`src/rtl/storage_access_master.sv`:
```
// Strobe-interface master for a single storage register.
// Performs write, read and write-with-readback verify for a valid/ready command port.
module storage_access_master #(
  parameter int n   = 16,
  parameter int ECW = 8
) (
  input  logic           clk,
  input  logic           reset,
  input  logic           cmd_valid,
  output logic           cmd_ready,
  input  logic [1:0]     cmd_op,
  input  logic [n-1:0]   cmd_data,
  output logic           rsp_valid,
  input  logic           rsp_ready,
  output logic [n-1:0]   rsp_data,
  output logic           rsp_err,
  output logic           mem_read,
  output logic           mem_write,
  output logic [n-1:0]   mem_wdata,
  input  logic [n-1:0]   mem_rdata,
  output logic           busy,
  output logic [ECW-1:0] err_count
);

  typedef enum logic [2:0] {
    IDLE, WR, RD, RD_CAP, RSP
  } state_e;

  localparam logic [1:0] OP_WR = 2'b01;
  localparam logic [1:0] OP_RD = 2'b10;
  localparam logic [1:0] OP_WV = 2'b11;

  state_e         state_q, state_d;
  logic [1:0]     op_q, op_d;
  logic [n-1:0]   data_q, data_d;
  logic [n-1:0]   wdata_q, wdata_d;
  logic [n-1:0]   rdata_q, rdata_d;
  logic           err_q, err_d;
  logic [ECW-1:0] cnt_q, cnt_d;
  logic           miss;

  always_ff @(posedge clk or negedge reset) begin
    if (!reset) begin
      state_q <= IDLE;
      op_q    <= '0;
      data_q  <= '0;
      wdata_q <= '0;
      rdata_q <= '0;
      err_q   <= 1'b0;
      cnt_q   <= '0;
    end else begin
      state_q <= state_d;
      op_q    <= op_d;
      data_q  <= data_d;
      wdata_q <= wdata_d;
      rdata_q <= rdata_d;
      err_q   <= err_d;
      cnt_q   <= cnt_d;
    end
  end

  assign miss = (op_q == OP_WV) && (mem_rdata != data_q);

  always_comb begin
    state_d   = state_q;
    op_d      = op_q;
    data_d    = data_q;
    wdata_d   = wdata_q;
    rdata_d   = rdata_q;
    err_d     = err_q;
    cnt_d     = cnt_q;
    cmd_ready = 1'b0;
    rsp_valid = 1'b0;
    mem_read  = 1'b0;
    mem_write = 1'b0;
    unique case (state_q)
      IDLE: begin
        cmd_ready = 1'b1;
        if (cmd_valid) begin
          op_d   = cmd_op;
          data_d = cmd_data;
          if (cmd_op == OP_WR || cmd_op == OP_WV) begin
            state_d = WR;
            wdata_d = cmd_data;
          end else if (cmd_op == OP_RD) begin
            state_d = RD;
          end
        end
      end
      WR: begin
        mem_write = 1'b1;
        if (op_q == OP_WR) begin
          state_d = RSP;
          rdata_d = data_q;
          err_d   = 1'b0;
        end else begin
          state_d = RD;
        end
      end
      RD: begin
        mem_read = 1'b1;
        state_d  = RD_CAP;
      end
      RD_CAP: begin
        rdata_d = mem_rdata;
        err_d   = miss;
        if (miss && (cnt_q != '1))
          cnt_d = cnt_q + ECW'(1);
        state_d = RSP;
      end
      RSP: begin
        rsp_valid = 1'b1;
        if (rsp_ready)
          state_d = IDLE;
      end
      default: state_d = IDLE;
    endcase
  end

  assign mem_wdata = wdata_q;
  assign rsp_data  = rdata_q;
  assign rsp_err   = err_q;
  assign busy      = (state_q != IDLE);
  assign err_count = cnt_q;

endmodule

```
`config.mk`:
```
export PLATFORM = sky130hd
export DESIGN_NAME = storage_access_master
export DESIGN_NICKNAME = d
export VERILOG_FILES = /design/src/rtl/storage_access_master.sv
export SDC_FILE = /design/constraint.sdc
export NUM_CORES = 1
export LEC_CHECK = 0
export ABC_AREA = 1
export CAP_MARGIN = 25
export CELL_PAD_IN_SITES_DETAIL_PLACEMENT = 0
export CELL_PAD_IN_SITES_GLOBAL_PLACEMENT = 2
export CORE_ASPECT_RATIO = 1.75
export CORE_MARGIN = 2
export CORE_UTILIZATION = 24
export CTS_CLUSTER_SIZE = 12
export DETAILED_ROUTE_END_ITERATION = 6
export MAX_ROUTING_LAYER = met4
export PLACE_DENSITY = 0.87
export SETUP_SLACK_MARGIN = 0.05
export SLEW_MARGIN = 20
export SYNTH_ARGS = -nofsm -noshare
export SYNTH_HDL_FRONTEND = slang
export SYNTH_SLANG_ARGS = --single-unit
export TNS_END_PERCENT = 100
```
`constraint.sdc`:
```
create_clock -name clk -period 1.3 [get_ports clk]
set_clock_uncertainty 0.1 [all_clocks]
set_input_delay 0.26 -clock clk [delete_from_list [all_inputs] [get_ports clk]]
set_output_delay 0.26 -clock clk [all_outputs]
set_load 0.005 [all_outputs]
```
==> impl_metrics.tcl <==
set metrics [dict create \
    synth-seq-cells 62 \
    post-route-util_pct 41.94 \
    regArea_sq_um 1554 \
    drtIter0Drc 118 \
    finalSetupViolations 68 \
    die_area_sq_um 13620 \
    ir_drop_mv 0.8040 \
    yosysTopAreaCellShare_pct 51.03 \
    cts_max_path_buffers 2 \
    io_buffers 83 \
    wl_um 9955 \
    yosys_warnings 0 \
    layout-drive-gt1-share_pct 34.78 \
    critPathLaunchType "flop" \
    relSlewSlack_pct 78.66 \
    hold_depth 3 \
    worstSetupEndpointType "flop" \
    post-route-period-util_pct 125.5 \
    leakagePower_nw 2.781 \
    ant_nets 0 \
    rsz0062_at_grt "true" \
    grt_pass1_vias 3215 \
    nNetsFinal 614 \
    crit_required_ns 1.42 \
    stdcell_area_sq_um 5214 \
    final.min_clock_period_ns 1.632 \
    place_ws_ns -0.6890 \
    cp.arrival_ns 1.75 \
    syn-instance-count 400 \
    synth_seq_area_share_pct 51.03 \
    place_area_sq_um 4484 \
    grt_usage_pct 15.58 \
    cts_buffers 9 \
    diodes 0 \
    grt_pass1_wl_um 15690 \
    yosysTopAreaCell "dfrtp_1" \
    initial_core_util_pct 24.46 \
    area_growth_pct 71.48 \
    syn_area_sq_um 3040 \
    reg2reg_depth 10 \
    dp_hpwl_um 6671 \
    synth_edf_count 0 \
    dr.pass1.iters 4 \
    synthArstFlopShare_pct 100.0 \
    vias 3183 \
    num-fill-cells 1305 \
    max_freq_mhz 612.8 \
    routabilityCongestion 0.7671 \
    crit_fanout 8 \
    setup_ws_ns -0.3318 \
    cts_tree "done" \
    drv_slew 0 \
    overflow 0 \
    status "finished with violations" \
    synth_cell_type_count 25 \
    clock_tree.root_cell "clkbuf_16" \
    wire_per_inst_um 13.34 \
    clk_pin_slew_ns 0.05 \
    multi_input_area_sq_um 1451 \
    power_density_nw_per_um2 2095 \
    total_power_w 0.01092 \
    maxCapViolations 0 \
    num_rows 54 \
    critPathKind "flop to flop" \
    die_w_um 89.08 \
    yosys-top-cells-area "dfrtp_1, nand2_1, inv_1" \
    worst-slew-pin-transition_ns 0.3200 \
    synthFlopType "dfrtp_1" \
    synth_most_common_cell "nand2_1" \
    syn_area_per_cell_sq_um 7.601 \
    failed_checks "negative setup slack" \
    via_per_inst 4.267 \
    fp.dieH_um 152.9 \
    hold_class "input port to flop" \
    ioPinCount 84 \
    clock_latency_ns 0.33 \
    antenna_found_initial 0 \
    cts_sinks 62 \
    htree_levels 3 \
    synth_commonest_cells "nand2_1, dfrtp_1, inv_1, o21ai_0, a21oi_1" \
    hold_viol 0 \
    core_sq_um 12430 \
    drc_errors 0 \
    syn_nets 439 \
    grt_max_degree 41 \
]
## registers in the layout, summed over array words and instances, names as in the netlist
| name | flops |
|---|---|
| state_q | 3 |
| data_q | 16 |
| err_count | 8 |
| rsp_data | 16 |
| op_q | 2 |
| rsp_err | 1 |
| mem_wdata | 16 |
## layer usage
layer | share of wire, % | global-route usage, % | vias to the layer above | wire, um
met1 | 38 | 16.31 | 1518 | 3791
met3 | 3.6 | 3.078 | 13 | 354
li1 | - | - | 1593 | -
met4 | 2.1 | 5.686 | 0 | 213
met5 | 0 | - | - | 0
met2 | 56 | 27.90 | 59 | 5596
## layout by cell type (no fill, tap or decap), types with 2 or more instances in the layout
cell	count
nand4_1	9
a21oi_2	13
clkbuf_16	10
nand2_2	12
clkbuf_1	2
a21oi_1	4
nor2_4	4
inv_4	2
nand2_1	167
nor2_2	3
nand2_4	5
dfrtp_1	60
bufbuf_16	2
clkinv_2	2
xnor2_1	2
a21oi_4	2
nor2_1	9
buf_4	65
nor3_2	2
buf_12	10
dfrtp_2	2
clkdlybuf4s50_1	35
o21ai_0	22
o21ai_1	13
xor2_1	3
inv_1	44
nand3_1	3
buf_2	43
buf_6	13
## logic make-up (layout without fill, tap and decap cells)
family	count (synthesis)	after routing	share of synthesized area, %
flops	62	62	51.03
xor+xnor	5	5	1.441
simple gates	218	220	30.21
fa+ha+maj	1	1	0.4115
buf+inv	59	235	7.736
compound gates	55	55	9.177
## stage by stage
stage	hold slack [ns]	setup TNS [ns]	cells
2_1_floorplan	-0.1356	-2.369	400
3_3_place_gp	0.07542	-18.12	691
3_5_place_dp	0.07316	-18.05	691
4_1_cts	0.2647	-17.56	736
5_1_grt	0.2044	-23.19	746
6_report	0.1796	-17.44	746
## where the power goes
part           leakage, nW  internal (W)  switching [W]
sequential           0.783       0.00276       0.000478
clock                0.128       0.00131       0.000834
combinational         1.87       0.00298        0.00256
## cell type report
class	instances	area share (%)
flip-flops and latches	62	29.81
well taps	168	4.032
multi-input cells	281	27.84
clock inverters	2	0.1920
clock buffers	12	4.728
repair buffers	173	29.76
inverters	48	3.648
## what timing repair did
item	CTS	global route
hold buffers	1	0
pin swaps	5	8
endpoints found under the setup margin	108	72
cloned	4	3
endpoints found under the hold margin	9	0
gates resized for setup	209	56
setup buffers	29	8
## final timing paths
kind	startpoint	end	slack, ns
worst min register to register	mem_wdata[6]	mem_wdata[6]	0.38
worst max register to register	state_q[0]	err_count[2]	-0.33
worst max-delay path	state_q[0]	err_count[2]	-0.33
min in group asynchronous	reset	data_q[1]	0.26
max in group asynchronous	reset	state_q[1]	0.31
worst min-delay path	mem_rdata[1]	rsp_data[1]	0.18
## worst max-delay path: stages (launching register included)
cell and delay (ns):
dfrtp_2 0.37, buf_6 0.12, inv_4 0.03, nor2_4 0.11, buf_4 0.12, nand2_4 0.06, nor3_4 0.15, buf_12 0.14
nand3_4 0.13, nand2_1 0.11, nand2_1 0.06
Note: power is estimated with default switching activity, not from simulation.
